File: config.mk
export PLATFORM = sky130hd
export DESIGN_NAME = cpu_ctrl_16bits
export DESIGN_NICKNAME = d
export VERILOG_FILES = /design/src/rtl/cpu16_pkg.sv /design/src/rtl/cpu16_decode.sv /design/src/rtl/cpu_ctrl_16bits.sv
export SDC_FILE = /design/constraint.sdc
export NUM_CORES = 1
export LEC_CHECK = 0
export CAP_MARGIN = 20
export CELL_PAD_IN_SITES_DETAIL_PLACEMENT = 0
export CELL_PAD_IN_SITES_GLOBAL_PLACEMENT = 1
export CORE_MARGIN = 4
export CORE_UTILIZATION = 38
export CTS_BUF_LIST = sky130_fd_sc_hd__clkbuf_4
export CTS_CLUSTER_DIAMETER = 100
export DETAILED_ROUTE_END_ITERATION = 16
export PLACE_DENSITY = 0.94
export REMOVE_ABC_BUFFERS = 1
export SLEW_MARGIN = 20
export SYNTH_ARGS = -nofsm -noshare
export SYNTH_HDL_FRONTEND = slang
export SYNTH_SLANG_ARGS = --single-unit
File: constraint.sdc
create_clock -name clk -period 5.1 [get_ports clk]
set_clock_uncertainty 0.1 [all_clocks]
set_input_delay 0.765 -clock clk [delete_from_list [all_inputs] [get_ports clk]]
set_output_delay 0.765 -clock clk [all_outputs]
set_load 0.02 [all_outputs]
File: src/rtl/cpu16_pkg.sv
// Shared encodings for the 16-bit CPU control unit: FSM states, opcodes,
// ALU and operand-select codes, branch conditions and the condition evaluator.
package cpu16_pkg;

  typedef enum logic [2:0] {FETCH, DECODE, EXEC, MEM, HALT} state_t;

  typedef enum logic [2:0] {
    CLS_ALU, CLS_LD, CLS_ST, CLS_BR, CLS_HALT, CLS_ILLEGAL
  } iclass_t;

  localparam logic [3:0] OP_ADD  = 4'h0;
  localparam logic [3:0] OP_SUB  = 4'h1;
  localparam logic [3:0] OP_AND  = 4'h2;
  localparam logic [3:0] OP_OR   = 4'h3;
  localparam logic [3:0] OP_ADDI = 4'h4;
  localparam logic [3:0] OP_LD   = 4'h5;
  localparam logic [3:0] OP_ST   = 4'h6;
  localparam logic [3:0] OP_BR   = 4'h7;
  localparam logic [3:0] OP_HALT = 4'hF;

  localparam logic [1:0] ALU_ADD = 2'b00;
  localparam logic [1:0] ALU_SUB = 2'b01;
  localparam logic [1:0] ALU_AND = 2'b10;
  localparam logic [1:0] ALU_OR  = 2'b11;

  localparam logic [1:0] SRCB_REG   = 2'b00;
  localparam logic [1:0] SRCB_ONE   = 2'b01;
  localparam logic [1:0] SRCB_IMM5  = 2'b10;
  localparam logic [1:0] SRCB_DISP8 = 2'b11;

  localparam logic [3:0] COND_AL = 4'h0;
  localparam logic [3:0] COND_Z  = 4'h1;
  localparam logic [3:0] COND_NZ = 4'h2;
  localparam logic [3:0] COND_C  = 4'h3;
  localparam logic [3:0] COND_NC = 4'h4;
  localparam logic [3:0] COND_N  = 4'h5;
  localparam logic [3:0] COND_V  = 4'h6;

  // Codes 7..F are reserved and never taken.
  function automatic logic cond_true(input logic [3:0] cond, input logic fc,
                                     input logic fn, input logic fz, input logic fv);
    case (cond)
      COND_AL: return 1'b1;
      COND_Z:  return fz;
      COND_NZ: return ~fz;
      COND_C:  return fc;
      COND_NC: return ~fc;
      COND_N:  return fn;
      COND_V:  return fv;
      default: return 1'b0;
    endcase
  endfunction

endpackage

File: src/rtl/cpu16_decode.sv
// Combinational instruction decode: IR -> register addresses, ALU op, operand-B select, class.
// Zero latency; no flow control.
module cpu16_decode
  import cpu16_pkg::*;
(
  input  logic [15:0] ir,
  output logic [2:0]  wr_addr,
  output logic [2:0]  rd_addr_a,
  output logic [2:0]  rd_addr_b,
  output logic [1:0]  alu_ctrl,
  output logic [1:0]  srcb_sel,
  output iclass_t     iclass
);

  logic [3:0] op;

  assign op        = ir[15:12];
  assign wr_addr   = ir[11:9];
  assign rd_addr_a = ir[8:6];
  // Stores read rd on port B so the datapath's write-data path carries the store value.
  assign rd_addr_b = (op == OP_ST) ? ir[11:9] : ir[5:3];

  always_comb begin
    alu_ctrl = ALU_ADD;
    srcb_sel = SRCB_REG;
    iclass   = CLS_ILLEGAL;
    case (op)
      OP_ADD:  iclass = CLS_ALU;
      OP_SUB:  begin iclass = CLS_ALU; alu_ctrl = ALU_SUB; end
      OP_AND:  begin iclass = CLS_ALU; alu_ctrl = ALU_AND; end
      OP_OR:   begin iclass = CLS_ALU; alu_ctrl = ALU_OR;  end
      OP_ADDI: begin iclass = CLS_ALU; srcb_sel = SRCB_IMM5; end
      OP_LD:   begin iclass = CLS_LD;  srcb_sel = SRCB_IMM5; end
      OP_ST:   begin iclass = CLS_ST;  srcb_sel = SRCB_IMM5; end
      OP_BR:   begin iclass = CLS_BR;  srcb_sel = SRCB_DISP8; end
      OP_HALT: iclass = CLS_HALT;
      default: iclass = CLS_ILLEGAL;
    endcase
  end

endmodule

File: src/rtl/cpu_ctrl_16bits.sv
// Multi-cycle control FSM owning PC, IR and the memory address latch for the 16-bit CPU.
// ALU/BR take 3 cycles, LD/ST 4; FETCH and MEM hold mem_req until mem_ack, adding a cycle per wait.
module cpu_ctrl_16bits
  import cpu16_pkg::*;
#(
  parameter logic [15:0] RESET_PC = 16'h0000
) (
  input  logic        clk,
  input  logic        clr,
  output logic        mem_req,
  output logic        mem_we,
  output logic [15:0] mem_addr,
  input  logic [15:0] mem_rdata,
  input  logic        mem_ack,
  input  logic [15:0] alu_out,
  input  logic        c,
  input  logic        n,
  input  logic        z,
  input  logic        v,
  output logic [15:0] pc,
  output logic [7:0]  instr,
  output logic [15:0] wr_data,
  output logic [2:0]  wr_addr,
  output logic [2:0]  rd_addr_a,
  output logic [2:0]  rd_addr_b,
  output logic        alu_srca,
  output logic [1:0]  alu_srcb,
  output logic [1:0]  alu_ctrl,
  output logic        wr_e,
  output logic        e_flag,
  output logic        halted
);

  state_t     state, state_nxt;
  logic [15:0] ir, maddr;
  logic [1:0]  dec_ctrl, dec_srcb;
  iclass_t     dec_cls;
  logic        br_taken;
  logic        req_c, we_c, wr_e_c, ef_c, halt_c;

  cpu16_decode u_decode (
    .ir        (ir),
    .wr_addr   (wr_addr),
    .rd_addr_a (rd_addr_a),
    .rd_addr_b (rd_addr_b),
    .alu_ctrl  (dec_ctrl),
    .srcb_sel  (dec_srcb),
    .iclass    (dec_cls)
  );

  assign instr    = ir[7:0];
  assign br_taken = cond_true(ir[11:8], c, n, z, v);

  always_ff @(posedge clk or posedge clr) begin
    if (clr) begin
      state <= FETCH;
      pc    <= RESET_PC;
      ir    <= '0;
      maddr <= '0;
    end else begin
      state <= state_nxt;
      case (state)
        FETCH: if (mem_ack) begin
          ir <= mem_rdata;
          pc <= pc + 16'd1;
        end
        EXEC: begin
          if (dec_cls == CLS_LD || dec_cls == CLS_ST) maddr <= alu_out;
          if (dec_cls == CLS_BR && br_taken) pc <= alu_out;
        end
        default: ;
      endcase
    end
  end

  always_comb begin
    state_nxt = state;
    req_c     = 1'b0;
    we_c      = 1'b0;
    wr_e_c    = 1'b0;
    ef_c      = 1'b0;
    halt_c    = 1'b0;
    mem_addr  = pc;
    alu_srca  = 1'b1;
    alu_srcb  = SRCB_REG;
    alu_ctrl  = ALU_ADD;
    wr_data   = alu_out;
    case (state)
      FETCH: begin
        req_c = 1'b1;
        if (mem_ack) state_nxt = DECODE;
      end
      DECODE: begin
        case (dec_cls)
          CLS_HALT:    state_nxt = HALT;
          CLS_ILLEGAL: state_nxt = FETCH;
          default:     state_nxt = EXEC;
        endcase
      end
      EXEC: begin
        alu_srcb  = dec_srcb;
        alu_ctrl  = dec_ctrl;
        state_nxt = FETCH;
        case (dec_cls)
          CLS_ALU: begin wr_e_c = 1'b1; ef_c = 1'b1; end
          CLS_LD, CLS_ST: state_nxt = MEM;
          CLS_BR:  alu_srca = 1'b0;
          default: ;
        endcase
      end
      MEM: begin
        req_c    = 1'b1;
        mem_addr = maddr;
        we_c     = (dec_cls == CLS_ST);
        if (mem_ack) begin
          state_nxt = FETCH;
          if (dec_cls == CLS_LD) begin
            wr_e_c  = 1'b1;
            wr_data = mem_rdata;
          end
        end
      end
      HALT:    halt_c = 1'b1;
      default: state_nxt = FETCH;
    endcase
  end

  // clr masks the strobes combinationally so they drop the moment reset rises.
  assign mem_req = req_c  & ~clr;
  assign mem_we  = we_c   & ~clr;
  assign wr_e    = wr_e_c & ~clr;
  assign e_flag  = ef_c   & ~clr;
  assign halted  = halt_c & ~clr;

endmodule

Yosys cells after proc, flatten, opt, wreduce, memory -nomap -nowiden
Cells that the tools add are included.

Bits in registers: 51. Output and inout port bits: 75.

Mux-type cells: 29. Add/subtract/negate cells: 1. Bitwise logic cells: 9. Reduce and logical (&&, ||, !) cells: 15. Equality and inequality tests: 26.

Operators by type and width (number): 2-to-1 mux 16 bit (6); case mux 16 bit (2 select lines) (1); case mux 3 bit (5 select lines) (2); equality test 4 x 3 -> 1 bit, second input constant (7); adder 16 x 1 -> 16 bit, second input constant (1); equality test 4 x 2 -> 1 bit, second input constant (4); equality test 3 x 2 -> 1 bit, second input constant (4); equality test 3 bit, second input constant (3); 2-to-1 mux 1 bit (9); 2-to-1 mux 3 bit (3); equality test 4 x 1 -> 1 bit, second input constant (2); zero test 4 bit (2); case mux 1 bit (7 select lines) (1); equality test 3 x 1 -> 1 bit, second input constant (2); zero test 3 bit (2); 2-to-1 mux 2 bit (3); != test 2 bit, second input constant (3); case mux 2 bit (3 select lines) (1); case mux 3 bit (2 select lines) (1); AND reduction 3 bit (2); bitwise AND 1 bit (5); OR reduction 5 bit (1); equality test 4 bit, second input constant (1); inverter 1 bit (4); 8 further kinds (10).

Longest topological paths before layout
Gate-level depths: netlist of run 1.

Word-level depth: 8. Depth in mapped cells: 8. Depth with buffers taken out: 5.

Cells and area by module
From an unflattened synthesis of run 1, not the netlist that was laid out.

Cells, all modules: 331. Area, all modules: 3153.0 µm².

Modules (own cells, without submodules): cpu_ctrl_16bits (instances 1, cells each 312, area each 2987.9 µm²); cpu16_decode (instances 1, cells each 19, area each 165.2 µm²).

Least setup slack after synthesis of run 1
No wires, ideal clock.

Path kind: input -> output. From: in clr. To: out wr_e. Data required time: 4.235 ns. Slack: 1.412 ns. Cell stages on the path: 4. Arrival: 2.823 ns. Path buffers: 0. Cells stage by stage: inv_1 -> nand2_1 -> nor3_1 -> o21bai_1.

Longest elaborated chain between the ends: 2.

RTL lines: from (decl) (line cpu_ctrl_16bits.sv:9) `input logic clr,`; inverter 1 bit (line cpu_ctrl_16bits.sv:131) `assign wr_e = wr_e_c & ~clr;`; bitwise AND 1 bit (line cpu_ctrl_16bits.sv:131); to (decl) (line cpu_ctrl_16bits.sv:29) `output logic wr_e,`.

Every way passes these cells.

Worst setup path after layout of run 1
From: reg state[2]. To: out wr_data[9].

Longest elaborated chain between the ends: 2.

RTL lines: from (decl) (line cpu_ctrl_16bits.sv:34) `state_t state, state_nxt;`; from (signal assigned) (line cpu_ctrl_16bits.sv:61) `state <= state_nxt;`; equality test 3 x 2 -> 1 bit (line cpu_ctrl_16bits.sv:88) `case (state)`; 2-to-1 mux 16 bit (line cpu_ctrl_16bits.sv:88); to (decl) (line cpu_ctrl_16bits.sv:22) `output logic [15:0] wr_data,`.

Every way passes these cells.

==> results of run 1 <==
## power by group
part	switching (mW)	internal, mW
Combinational	0.798	0.741
Sequential	0.247	0.588
Clock	0.133	0.101
## cells by family after synthesis
kind of cell    synth area share, %
fa+ha+maj                     0.364
mux                            19.5
simple gates                   20.3
flops                          37.1
buf+inv                        7.83
xor+xnor                      0.255
compound gates                 14.6
## stage by stage
step / power (mW) / hold WS, ps / cell area (um2) / instances
2_1_floorplan: 1.71 / 375 / 3200 / 314
3_3_place_gp: 2.34 / 358 / 4510 / 540
3_5_place_dp: 2.38 / 369 / 4510 / 540
4_1_cts: 2.62 / 405 / 4590 / 548
5_1_grt: 2.79 / 432 / 4590 / 548
6_report: 2.61 / 398 / 4590 / 548
## cell usage after synthesis, drive strengths merged, types with 3 or more instances
master / instances
nand3: 11
nor2: 8
nor2b: 3
inv: 9
a21oi: 10
or3: 3
o31ai: 4
o22ai: 7
o21ai: 9
o211ai: 5
a22oi: 10
mux2: 52
nor4b: 4
nand4b: 4
o31a: 3
clkbuf: 8
nand2b: 3
buf: 29
nand4: 4
nor3: 5
dfrtp: 51
nand2: 71
o311ai: 5
o41ai: 3
## final timing paths
check	slack, ps	to
min in group asynchronous	670	pc[11]$_DFFE_PP0P_
min reg2reg	400	ir[2]$_DFFE_PP0P_
min	400	ir[2]$_DFFE_PP0P_
max in group asynchronous	3440	pc[3]$_DFFE_PP0P_
max	920	wr_data[9]
max reg2reg	2490	pc[1]$_DFFE_PP0P_
## registers in the layout (all words and copies together) (netlist names)
name,cells
pc,16
ir,16
state,3
maddr,16
## routing by layer
layer | vias up | global-route usage, % | routed length, um
li1 | 1442 | - | -
met1 | 1475 | 26.0 | 4350
met2 | 113 | 29.7 | 4600
met3 | 8 | 4.47 | 782
met4 | 0 | 4.18 | 102
met5 | - | 0 | 0
## layout make-up
| type | instances | area, um2 | share of cell area [%] |
|---|---|---|---|
| timing repair buffer | 118 | 1170 | 25.5 |
| clock inverter | 3 | 38.8 | 0.845 |
| sequential | 51 | 1280 | 27.8 |
| clock buffer | 5 | 37.5 | 0.818 |
| inverter | 9 | 33.8 | 0.736 |
| multi-input combinational | 254 | 1900 | 41.4 |
| tap | 108 | 135 | 2.94 |
## worst max-delay path, cell delays in order (launching register included)
cell             delay, ps
dfrtp_1                520
nand3b_2               620
nor4b_2                400
nand2_2                410
mux2_4                 430
clkdlybuf4s50_1        540
==> impl_metrics.json, run 1 <==
{
  "portBuffers": 113,
  "cap_violations": 0,
  "drc_errors": 0,
  "grt_pass1_wl_um": 15800,
  "synth_area_leaders": "dfrtp_1, mux2_2, nand2_1",
  "dp_slack_ps": 1350,
  "hold_depth": 2,
  "n_antenna_cell": 0,
  "nets": 479,
  "mostFrequentLayoutCells": "clkdlybuf4s50_1, nand2_1, dfrtp_1",
  "grt_overflow": 0,
  "drive_gt1_share_pct": 18.4,
  "rows": 34,
  "cp-start-kind": "flop",
  "dpl.hpwl_um": 7200,
  "min-delay-start": "ir[2]$_DFFE_PP0P_",
  "finish.utilization_pct": 52.4,
  "cts.sinks": 51,
  "fillers": 830,
  "tightest_slew_ps": 758,
  "synth_seq_area_share_pct": 37.1,
  "syn_to_final_growth_pct": 33.6,
  "critPathKind": "flop to primary output",
  "wl_um": 9840,
  "period_needed_ps": 4180,
  "gp_congestion": 0.882,
  "critPathMaxFanout": 18,
  "min_path_type": "flop to flop",
  "synthFlopType": "dfrtp_1",
  "grt_setup_unrepaired": "false",
  "ios": 114,
  "hold_buffers": 0,
  "p_leak_nw": 1.93,
  "crit_required_ps": 4240,
  "h-tree-depth": 2,
  "crit_path_end_kind": "primary output",
  "r2r_start": "state[1]$_DFFE_PP0P_",
  "cp.arrival_ps": 3310,
  "drv_slew": 0,
  "grt_max_degree": 38,
  "ctsResizeCount": 0,
  "coreArea_um2": 8760,
  "slew_headroom_pct": 49.1,
  "synth_cells": 351,
  "cts_setup_buffers": 0,
  "ir_worst_vdd_uv": 329,
  "yosys.area.top_type": "dfrtp_1",
  "start_util_pct": 39.2,
  "path_clk_slew_ps": 160,
  "syn_area_um2": 3440,
  "ant_nets": 0,
  "antenna_found_initial": 0,
  "layout_commonest_cell": "clkdlybuf4s50_1",
  "drtPass1Iterations": 4,
  "setup_ws_ps": 921,
  "fin_crit_sh_pct": 81.9,
  "hold_violations": 0,
  "synth_edf_count": 0,
  "die_y_um": 103,
  "grt_pass1_vias": 3060,
  "ys_warn_count": 0,
  "final.setup.tns_ps": 0,
  "fp.dieArea_um2": 10600,
  "status": "complete, no violations",
  "die_x_um": 103,
  "drt_iter0_drc": 248,
  "cts_tree": "yes",
  "route.vias.total": 3038,
  "syn_avg_cell_area_um2": 9.79,
  "via_per_inst": 5.54,
  "powerDensity_nw_per_um2": 568,
  "clockBufferDepth": 2,
  "synth.top_cell.area_share_pct": 37.1,
  "yosysUniqueCellTypes": 65,
  "setup_viol": 0,
  "clockRootBuffer": "clkbuf_4",
  "synth_seq_cells": 51,
  "crit_path_start": "state[2]$_DFFE_PP0P_",
  "grtUsageTotal_pct": 18.7,
  "cts_buffers": 5,
  "wl_per_cell_um": 18.0,
  "r2r_cells": 5,
  "insertion_delay_ps": 380,
  "fmax_ghz": 0.239,
  "async_flop_share_pct": 100
}
Note: power is estimated with default switching activity, not from simulation.
==> run 2: changes to the inputs <==
CORE_UTILIZATION = 36   (was 38)
PLACE_DENSITY = 0.9   (was 0.94)
clock period = 4 ns   (was 5.1 ns; I/O delays follow)
==> run 2 against run 1 <==
Critical path depth unchanged. Total power grew 26%. Core utilization decreased by 2.7 points. Clock power up 8%. Hold slack lost 2.0 ps. Cell area is 0.49% higher. First-iteration DRC count decreased by 11%. Cell count up 4.2%. Via count grew 0.16%. Sequential power is 27% higher. Critical path type unchanged. Largest power group unchanged. Highest routed layer unchanged.
==> impl_metrics.json, run 2 (synthesis results as in run 1) <==
{
  "finish.utilization_pct": 49.7,
  "fillers": 893,
  "portBuffers": 113,
  "grt_overflow": 0,
  "cts_setup_buffers": 0,
  "critPathMaxFanout": 17,
  "min-delay-start": "ir[2]$_DFFE_PP0P_",
  "fmax_ghz": 0.282,
  "r2r-end": "pc[1]$_DFFE_PP0P_",
  "r2r_cells": 5,
  "r2r_start": "state[1]$_DFFE_PP0P_",
  "tightest_slew_ps": 823,
  "nets": 481,
  "die_x_um": 106,
  "top_regs": "ir (16), maddr (16), pc (16)",
  "wl_per_cell_um": 17.6,
  "ctsResizeCount": 0,
  "drc_errors": 0,
  "p_int_mw": 1.78,
  "drt_iter0_drc": 220,
  "fp.dieArea_um2": 11200,
  "p_sw_share_pct": 45.7,
  "grt_max_degree": 42,
  "mostFrequentLayoutCells": "clkdlybuf4s50_1, nand2_1, dfrtp_1",
  "reg2reg_slack_ps": 1520,
  "dpl.hpwl_um": 7200,
  "whs_endpoint": "ir[2]$_DFFE_PP0P_",
  "path_clk_slew_ps": 150,
  "p_leak_nw": 1.94,
  "p_clk_share_pct": 7.7,
  "powerDensity_nw_per_um2": 711,
  "coreArea_um2": 9280,
  "min_path_type": "flop to flop",
  "wl_um": 10100,
  "clockRootBuffer": "clkbuf_4",
  "cp.arrival_ps": 2850,
  "ant_nets": 0,
  "drtPass1Iterations": 5,
  "grtUsageTotal_pct": 17.9,
  "crit_required_ps": 3300,
  "route.vias.total": 3043,
  "grt_pass1_vias": 2917,
  "final.setup.tns_ps": 0,
  "crit_path_end_kind": "primary output",
  "gp_congestion": 0.882,
  "layout_commonest_cell": "clkdlybuf4s50_1",
  "n_antenna_cell": 0,
  "ios": 114,
  "clockBufferDepth": 2,
  "antenna_found_initial": 0,
  "fin_crit_sh_pct": 88.8,
  "via_per_inst": 5.33,
  "hold_buffers": 0,
  "ir_worst_vdd_uv": 351,
  "period_needed_ps": 3550,
  "grt_setup_unrepaired": "false",
  "start_util_pct": 37.0,
  "rows": 35,
  "power.switching_mw": 1.50,
  "cts_tree": "yes",
  "finalPower_mw": 3.28,
  "hold_violations": 0,
  "slew_headroom_pct": 44.7,
  "combPwrFrac_pct": 59.8,
  "cap_violations": 0,
  "drive_gt1_share_pct": 19.0,
  "status": "complete, no violations",
  "cp-start-kind": "flop",
  "hold_depth": 2,
  "h-tree-depth": 2,
  "syn_to_final_growth_pct": 34.2,
  "p_seq_share_pct": 32.5,
  "cts.sinks": 51,
  "grt_pass1_wl_um": 16100,
  "insertion_delay_ps": 390,
  "cts_buffers": 5,
  "drv_slew": 0,
  "setup_viol": 0,
  "critPathKind": "flop to primary output",
  "die_y_um": 106
}
## run 2: cell count changes in the layout (fill, tap and decap cells not counted)
cell	before	now
buf_4	5	7
clkinv_1	1	0
clkbuf_4	5	7
bufinv_16	1	0
## run 2: worst max path at each step
stage	start	end	slack (ps)	cells after the start
4_1_cts	state[2]$_DFFE_PP0P_	wr_data[11]	430	5
5_1_grt	state[2]$_DFFE_PP0P_	wr_data[8]	300	5
3_3_place_gp	mem_ack	wr_data[4]	760	4
3_5_place_dp	mem_ack	wr_data[3]	710	4
2_1_floorplan	clr	wr_e	640	4
6_report	state[2]$_DFFE_PP0P_	wr_data[11]	450	5
## run 2: metal layers
metal  GRT usage, %  share of wire [%]
met1           24.1                 45
met2           28.5                 46
met3           5.02                8.1
met4           3.98                1.0
met5              0                  0
## run 2: power by group through the flow
| stage | Sequential [mW] | Combinational [mW] | Clock, mW |
|---|---|---|---|
| 6_report | 1.06 | 1.96 | 0.252 |
| 5_1_grt | 1.12 | 2.12 | 0.278 |
| 4_1_cts | 1.06 | 1.97 | 0.258 |
| 3_5_place_dp | 1.08 | 1.96 | 0 |
| 3_3_place_gp | 1.06 | 1.94 | 0 |
| 2_1_floorplan | 1.15 | 1.02 | 0 |
## run 2: worst max-delay path: stages, from the launching register on
cell             delay (ps)
dfrtp_1                 520
nand3b_2                280
nor4b_2                 260
nand2_2                 410
mux2_4                  440
clkdlybuf4s50_1         550
## run 2: cell type report
class                           instances  area [um2]  area share [%]
Multi-Input combinational cell        254        1900            41.2
Sequential cell                        51        1280            27.7
Timing Repair Buffer                  120        1180            25.7
Tap cell                              129         161            3.50
Clock buffer                            7        52.6            1.14
Inverter                                9        33.8           0.733
Clock inverter                          1        5.00           0.109
## run 2: stage by stage
step                area (um2)  instances  setup WS, ps  hold WS [ps]
detailed placement        4550        563           710           369
global placement          4550        563           764           360
finish                    4610        571           448           396
CTS                       4610        571           428           407
global route              4610        571           298           428
floorplan                 3200        314           642           375
==> run 3: changes to the inputs <==
CORE_UTILIZATION = 38   (was 36)
PLACE_DENSITY = 0.94   (was 0.9)
clock period = 4.5 ns   (was 4 ns; I/O delays follow)
==> run 3 against run 2 <==
Core utilization increased by 2.5 points. Via count decreased by 0.46%. Combinational power decreased by 12%. Sequential cell count unchanged. Clock-buffer cell count shrank 2. Sequential power is 11% lower. Sequential share of layout area rose by 0.24 points. Critical path type unchanged. Total power is 12% lower. Critical endpoint is now wr_data[10]. Routed wire length down 4.0%. Hold slack got worse by 4.6 ps. Non-clock buffer count is 1 lower.
==> impl_metrics.json, run 3 (synthesis results as in run 1) <==
{
  "status": "complete, no violations",
  "r2r_start": "state[1]$_DFFE_PP0P_",
  "cts_setup_buffers": 0,
  "fin_crit_sh_pct": 79.2,
  "cp-start-kind": "flop",
  "crit_family": "simple AND/OR/NAND/NOR gates",
  "via_per_inst": 5.53,
  "drc_errors": 0,
  "cts_tree": "yes",
  "fp.dieArea_um2": 10600,
  "fmax_ghz": 0.281,
  "cts_buffers": 5,
  "start_util_pct": 39.2,
  "clockBufferDepth": 2,
  "combPwrFrac_pct": 60.0,
  "drive_gt1_share_pct": 18.6,
  "mostFrequentLayoutCells": "clkdlybuf4s50_1, nand2_1, dfrtp_1",
  "path_cells": "nand3b_2 -> nor4b_2 -> nand2_2 -> mux2_4 -> clkdlybuf4s50_1",
  "dpl.hpwl_um": 7000,
  "die_x_um": 103,
  "place_inst": 541,
  "crit_path_end_kind": "primary output",
  "antenna_found_initial": 0,
  "path_clk_slew_ps": 150,
  "grt_overflow": 0,
  "crit_path_start": "state[2]$_DFFE_PP0P_",
  "final.setup.tns_ps": 0,
  "die_y_um": 103,
  "p_clk_share_pct": 7.1,
  "period_needed_ps": 3560,
  "gp_congestion": 0.910,
  "rows": 34,
  "crit_buf_inv": 1,
  "portBuffers": 113,
  "finalPower_mw": 2.88,
  "power.switching_mw": 1.32,
  "syn_to_final_growth_pct": 33.1,
  "cpPeakStageDelay_ps": 540,
  "wl_um": 9650,
  "clockRootBuffer": "clkbuf_4",
  "min_path_type": "flop to flop",
  "tightest_slew_ps": 768,
  "ir_worst_vdd_uv": 294,
  "hold_violations": 0,
  "route.vias.total": 3029,
  "critPathKind": "flop to primary output",
  "p_sw_share_pct": 45.7,
  "coreArea_um2": 8760,
  "hold_buffers": 0,
  "ios": 114,
  "top_regs": "ir (16), maddr (16), pc (16)",
  "critPathMaxFanout": 17,
  "grt_setup_unrepaired": "false",
  "cap_violations": 0,
  "finish.utilization_pct": 52.2,
  "wl_per_cell_um": 17.6,
  "drtPass1Iterations": 4,
  "slew_headroom_pct": 48.4,
  "grtUsageTotal_pct": 18.9,
  "nets": 480,
  "cp.arrival_ps": 2790,
  "instances_no_fill": 548,
  "ctsResizeCount": 0,
  "p_seq_share_pct": 32.8,
  "ant_nets": 0,
  "n_antenna_cell": 0,
  "p_leak_nw": 1.93,
  "cp_slowest_cell": "clkdlybuf4s50_1",
  "p_int_mw": 1.57,
  "min-delay-start": "ir[2]$_DFFE_PP0P_",
  "insertion_delay_ps": 380,
  "grt_pass1_wl_um": 16000,
  "drt_iter0_drc": 252,
  "crit_required_ps": 3720,
  "layout_commonest_cell": "clkdlybuf4s50_1",
  "h-tree-depth": 2,
  "cts.sinks": 51,
  "grt_pass1_vias": 3006,
  "setup_viol": 0,
  "powerDensity_nw_per_um2": 631,
  "drv_slew": 0,
  "grt_max_degree": 38
}
[run 3: final cells by class]
type                    count  area (um2)
repair buffers            119        1180
fillers                   819        4190
inverters                   9        33.8
clock buffers               5        37.5
clock inverters             2        13.8
multi-input cells         254        1900
flip-flops and latches     51        1280
well taps                 108         135
[run 3: worst register-to-register path: cells and delay by family (launching register included)]
family,cells,cell delay (ps)
mux,1,340
compound gates,2,680
buf+inv,1,300
simple gates,1,510
flops,1,570
[run 3: worst paths after layout]
| kind | to | slack [ps] | depth (start not counted) |
|---|---|---|---|
| worst max-delay path | wr_data[10] | 940 | 5 |
| worst min-delay path | ir[2]$_DFFE_PP0P_ | 390 | 2 |
| worst max register to register | pc[1]$_DFFE_PP0P_ | 1910 | 5 |
| worst min register to register | ir[2]$_DFFE_PP0P_ | 390 | 2 |
| max in group asynchronous | pc[0]$_DFFE_PP0P_ | 2910 | 3 |
| min in group asynchronous | ir[15]$_DFFE_PP0P_ | 580 | 2 |
[run 3: metrics by stage]
step | worst slack [ps] | area (um2) | hold WS (ps)
finish | 938 | 4570 | 392
global route | 736 | 4570 | 426
CTS | 882 | 4570 | 402
detailed placement | 1070 | 4520 | 367
global placement | 1130 | 4520 | 358
floorplan | 992 | 3200 | 375
[run 3: power groups by stage]
stage	sequential (mW)	combinational [mW]	clock [mW]
finish	0.947	1.73	0.205
global route	0.990	1.88	0.234
CTS	0.944	1.74	0.215
detailed placement	0.952	1.74	0
global placement	0.938	1.72	0
floorplan	1.03	0.908	0
[run 3: layer usage]
layer | wire length [um] | GRT usage, % | part of all wire, % | up-vias
met5 | 0 | 0 | 0 | -
met4 | 78 | 3.59 | 0.81 | 0
met3 | 747 | 4.06 | 7.7 | 7
met2 | 4440 | 30.4 | 46 | 125
met1 | 4380 | 26.5 | 45 | 1452
li1 | - | - | - | 1445
